[src/rtl/aux_irq_conditioner.sv]
// Interrupt front end: per-channel 2-FF sync, optional debounce (DEBOUNCE_EN),
// rising-edge detect, sticky pending with ack clear, and lowest-index priority.
module aux_irq_conditioner #(
  parameter int unsigned IrqNum      = 3,
  parameter int unsigned DebounceCnt = 1000000
) (
  input  logic              clk,
  input  logic              rst_n,
  input  logic [IrqNum-1:0] irq_raw,
  input  logic [IrqNum-1:0] mask,
  input  logic [IrqNum-1:0] ack,
  output logic [IrqNum-1:0] pend,
  output logic              req,
  output logic [1:0]        req_id
);

  localparam int unsigned IdW = 2;

  logic [IrqNum-1:0] sync1_q;
  logic [IrqNum-1:0] sync2_q;
  logic [IrqNum-1:0] ack_q;
  logic [IrqNum-1:0] lvl;
  logic [IrqNum-1:0] lvl_q;
  logic [IrqNum-1:0] rise_q;
  logic [IrqNum-1:0] pend_q;
  logic [IrqNum-1:0] pend_d;
  logic              req_q;
  logic              req_d;
  logic [IdW-1:0]    req_id_q;
  logic [IdW-1:0]    req_id_d;

  // Synchroniser, ack history, level delay and registered rising edge
  always_ff @(posedge clk or negedge rst_n) begin
    if (!rst_n) begin
      sync1_q <= '0;
      sync2_q <= '0;
      ack_q   <= '0;
      lvl_q   <= '0;
      rise_q  <= '0;
    end else begin
      sync1_q <= irq_raw;
      sync2_q <= sync1_q;
      ack_q   <= ack;
      lvl_q   <= lvl;
      rise_q  <= lvl & ~lvl_q;
    end
  end

`ifdef DEBOUNCE_EN
  localparam int unsigned CntW = (DebounceCnt > 1) ? $clog2(DebounceCnt) : 1;
  localparam logic [CntW-1:0] CntMax = CntW'(DebounceCnt - 1);

  logic [CntW-1:0]   cnt_q [IrqNum];
  logic [CntW-1:0]   cnt_d [IrqNum];
  logic [IrqNum-1:0] deb_q;
  logic [IrqNum-1:0] deb_d;

  // A level is accepted only after it differs from the current one for DebounceCnt cycles
  always_comb begin
    deb_d = deb_q;
    for (int unsigned i = 0; i < IrqNum; i++) begin
      cnt_d[i] = cnt_q[i];
      if (sync2_q[i] == deb_q[i]) begin
        cnt_d[i] = '0;
      end else if (cnt_q[i] == CntMax) begin
        deb_d[i] = sync2_q[i];
        cnt_d[i] = '0;
      end else begin
        cnt_d[i] = cnt_q[i] + CntW'(1);
      end
    end
  end

  always_ff @(posedge clk or negedge rst_n) begin
    if (!rst_n) begin
      deb_q <= '0;
      for (int unsigned i = 0; i < IrqNum; i++) begin
        cnt_q[i] <= '0;
      end
    end else begin
      deb_q <= deb_d;
      for (int unsigned i = 0; i < IrqNum; i++) begin
        cnt_q[i] <= cnt_d[i];
      end
    end
  end

  assign lvl = deb_q;
`else
  assign lvl = sync2_q;
`endif

  // Set beats a simultaneous ack edge; priority is computed on the next-state pend
  always_comb begin
    logic found;
    pend_d   = pend_q;
    found    = 1'b0;
    req_id_d = '0;
    for (int unsigned i = 0; i < IrqNum; i++) begin
      if (rise_q[i] && mask[i]) begin
        pend_d[i] = 1'b1;
      end else if (ack[i] && !ack_q[i]) begin
        pend_d[i] = 1'b0;
      end
    end
    req_d = |pend_d;
    for (int unsigned i = 0; i < IrqNum; i++) begin
      if (pend_d[i] && !found) begin
        req_id_d = IdW'(i);
        found    = 1'b1;
      end
    end
  end

  always_ff @(posedge clk or negedge rst_n) begin
    if (!rst_n) begin
      pend_q   <= '0;
      req_q    <= 1'b0;
      req_id_q <= '0;
    end else begin
      pend_q   <= pend_d;
      req_q    <= req_d;
      req_id_q <= req_id_d;
    end
  end

  assign pend   = pend_q;
  assign req    = req_q;
  assign req_id = req_id_q;

endmodule

[config.mk]
export PLATFORM = sky130hd
export DESIGN_NAME = aux_irq_conditioner
export DESIGN_NICKNAME = d
export VERILOG_FILES = /design/src/rtl/aux_irq_conditioner.sv
export SDC_FILE = /design/constraint.sdc
export NUM_CORES = 1
export LEC_CHECK = 0
export ABC_AREA = 1
export CORE_MARGIN = 2
export CORE_UTILIZATION = 36
export CTS_CLUSTER_SIZE = 25
export DETAILED_ROUTE_END_ITERATION = 7
export GPL_TIMING_DRIVEN = 0
export PLACE_DENSITY = 0.69
export SYNTH_ARGS = -nofsm -noshare
export SYNTH_HDL_FRONTEND = slang
export SYNTH_SLANG_ARGS = --single-unit
[constraint.sdc]
create_clock -name clk -period 1.05 [get_ports clk]
set_input_delay 0.21 -clock clk [delete_from_list [all_inputs] [get_ports clk]]
set_output_delay 0.21 -clock clk [all_outputs]
set_load 0.1 [all_outputs]
# Word level (Yosys, flattened, before mapping)
# Index checks and enable logic that the tools add are counted.
# word_totals
output_inout_bits	6
regBits	21
input_bits	11
wordCells	34
# op_classes
bitwise	2
n_reduce_logical	14
n_mux	10
# op_table
cell	count
$mux W1	9
$logic_and A1 B1 Y1	8
$logic_not A1 Y1	5
$and A3 B3 Y3	1
$not A3 Y3	1
$reduce_or A3 Y1	1
$mux W2	1

# Longest topological paths before layout
# logic_depth
word_depth	11
ltp_mapped	6

# Worst setup path after synthesis
# OpenSTA, ideal clock, no wires.
# synth_path
kind	reg2reg
startpoint	reg pend_q[1] (netlist: pend[1])
endpoint	reg req_id_q[1] (netlist: req_id[1])
path_stages_with_launch	4
setup_time_ns	0.115
slack_ns	-0.272
arrival_time_ns	1.207
period_less_slack_ns	1.322
path_cell_list	dfrtp_1 > a21oi_4 > nand2_1 > nor2_2
# synth_via
elab_chain_len	7
# synth_rtl
element	line_no	source
from (decl)	25	logic [IrqNum-1:0] pend_q;
from (signal assigned)	121	pend_q <= pend_d;
$mux W1	102	end else if (ack[i] && !ack_q[i]) begin
$mux W1	100	if (rise_q[i] && mask[i]) begin
$logic_and A1 B1 Y1	108	if (pend_d[i] && !found) begin
$mux W1	108	
$logic_not A1 Y1	108	
$logic_and A1 B1 Y1	108	
$mux W2	108	
via req_id_d[1]	30	logic [IdW-1:0] req_id_d;
to (signal assigned)	123	req_id_q <= req_id_d;
to (decl)	29	logic [IdW-1:0] req_id_q;
# The timed path passes the listed nets, and every way through them passes these cells.

# Final worst setup path
# layout_path
startpoint	reg pend_q[1] (netlist: pend[1])
endpoint	out pend[1]
# layout_lines
element	line_no	source
to (decl)	12	output logic [IrqNum-1:0] pend,
# No word-level cell between the ends.

==> results.md <==
- Routed vias/inst: 3.89
- Syn_area_per_cell: 13.8 µm²
- GP Congestion: 0.707
- Clock-pin slew on the worst setup and hold paths: 0.11 ns
- Top cell family by delay on the critical path: flip-flops
- GRT Total Usage: 9.91%
- Fin. max-slew vios: 0
- Post-synth ARST share: 100%
- Top-count cell post-synth: dfrtp_1
- RSZ-0062 raised after global routing: yes
- R2R setup slack: 0.08 ns
- DP Wirelength: 593 µm
- Post-synth EDFFs: 0
- Final Hold Viols: 0
- Mapped Area: 663 µm²
- Crit start category: register
- Top cell type's share of synthesized area: 79.2%
- Leak pwr: 0.000456 µW
- Critical path cell sequence: buf_12
- Initial antenna violation count: 0
- Pwr/cell area: 1850 nW/µm²
- Switch Pwr: 552 µW
- Worst flop-to-flop path endpoint: req_id[1]
- Top cell type by total area after synthesis: dfrtp_1
- Die width: 46.9 µm
- Max Freq: 0.899 GHz
- Multi-input logic area: 100 µm²
- Top_reg_cell synth: dfrtp_1
- Layout cell share with drive strength beyond 1: 34.3%
- Die area: 2200 µm²
- Post-route minimum period: 1.11 ns
- Vias: 370
- #FFs+latches synth: 21
- H-Tree Depth: 1
- CTS tree: built
- First-iteration detailed-routing DRC count: 1
- FF/Latch Area: 533 µm²
- GR Overflow Total: 0
- # IOs: 17
- Max incr delay on CP: 0.44 ns
- Synth cell count leaders: dfrtp_1 (21), inv_1 (7), nand2_1 (7)
- Worst Setup Path Type: register to output port
- Clock power frac: 21.7%
- Max-cap violations: 0
- Clock Sinks: 21
- Sw Ratio: 32.0%
- CTS Buf Count: 3
- # diodes: 0
- CTS Buffer Depth: 2
- Setup ws final: -0.0621 ns
- Largest net degree at the start of global routing: 22
- Power Internal: 1170 µW
- Vias in the first global route: 398
- Status: complete, but fails checks
- I/O Buffers: 16
- Slowest-stage cell, CP: dfrtp_2
- Area growth from synthesis to layout: 40.8%
- Class of the worst hold path: input port to async pin
- WL final: 861 µm
- Clk_lat worst skew: 0.29 ns
- Final nets: 82
- Distinct cell type count of the synthesized netlist: 11
- Fillers: 153
- Reg power frac: 52.3%
- CP required: 0.84 ns
- Core Util, Final: 54.1%
- Syn Nets: 59
- Max Clock Skew: 0.00252 ns
- Data arrival, critical path: 0.90 ns
- Synth area leaders: dfrtp_1 (79%), inv_1 (4.0%), nand2_1 (4.0%), a21boi_4 (2.8%), a21oi_4 (2.5%)
- Root buffer cell: clkbuf_4
- Setup TNS: -0.328 ns
- Post-synthesis sequential area ratio: 79.2%
- FP Rows: 15
- Routed len/inst: 9.06 µm
- Core ar.: 1730 µm²
- Setup-failing EPs final: 6
- Initial core utilization: 38.4%
- First drt pass iteration count: 3
- Setup crit end kind: output port
- First-pass GRT wire length: 1.46 mm
- Syn Inst Count: 48
- Routed Antenna Nets: 0
- R2R Path Start: pend[1]
- Violated checks: setup timing
- Synth Warn #: 0
- Worst relative slew slack: 41.4%
- Crit path buf inv count: 1
- Worst-Margin Slew: 0.879 ns
- Worst Reg-to-Reg Cells: 4
- Max VDD drop: 0.871 mV
- DRC errors left: 0
- Period utilization: 106%
- Max FO, Critical Path: 2
- Die Ht: 46.9 µm
- Combinational Power Share: 26.0%
## how the worst max path moves through the flow
stage	start	end	slack (ns)	cells past startpoint
after floorplan	pend[1]	req_id[1]	-0.001	3
after global placement	pend[1]	pend[1]	-0.66	1
after detailed placement	pend[1]	pend[1]	-0.67	1
after CTS	pend[1]	pend[1]	-0.09	1
after global routing	pend[1]	pend[1]	-0.1	1
final	pend[1]	pend[1]	-0.06	1
## power groups by stage
stage / clock, µW / sequential (µW) / combinational (µW)
after global routing: 428 / 910 / 471
after global placement: 0 / 911 / 395
after floorplan: 0 / 1130 / 57.3
final: 373 / 902 / 448
after detailed placement: 0 / 914 / 400
after CTS: 405 / 902 / 443
## routing by layer
layer  vias to the layer above  part of all wire [%]  global-route usage, %
met1                       172                    40                   9.36
li1                        182                     -                      -
met4                         0                  0.46                   8.33
met5                         -                     0                      0
met2                        14                    51                   17.8
met3                         2                   8.1                   2.31
## flip-flops by register name, summed over array words and instances (netlist names)
signal and count:
ack_q 3, lvl 3, lvl_q 3, pend 3, req 1, req_id 2
rise_q 3, sync1_q 3
## cell usage in the layout (no fill, tap or decap), drive strengths merged
master,netlist,routed
clkinv,1,1
buf,0,8
nand2,9,9
nor2,5,5
dlygate4sd2,0,1
dfrtp,21,21
a21boi,1,1
nand3,1,1
clkbuf,0,4
inv,9,9
clkdlybuf4s50,0,9
a21oi,1,1
## metrics by stage
stage | std cells | worst slack (ns) | instance area [µm²] | total power [µW] | hold slack (ns)
after floorplan | 48 | -0.00111 | 671 | 1190 | -0.0856
after global placement | 89 | -0.662 | 862 | 1310 | 0.334
after detailed placement | 89 | -0.669 | 862 | 1310 | 0.338
after CTS | 95 | -0.0878 | 925 | 1750 | 0.159
after global routing | 95 | -0.0998 | 933 | 1810 | 0.212
final | 95 | -0.0621 | 933 | 1720 | 0.135
## cell families after synthesis
family	share of synthesized area, %
DFF	79.2
AOI/OAI and AO/OA	5.28
and+or+nand+nor	9.81
buffers and inverters	5.66
## cell type report
class                           count  area share, %
Clock buffer                        4           2.82
Inverter                           10           4.02
Multi-Input combinational cell     17           10.7
Sequential cell                    21           57.1
Tap cell                           25           3.35
Timing Repair Buffer               18           22.0
## timing repair
action,4_1_cts,5_1_grt
resized for setup,47,2
endpoints found under the setup margin,12,6
hold buffers,0,0
hold endpoints to repair,0,0
buffers inserted,2,0
Power figures use the tool's default switching activity.
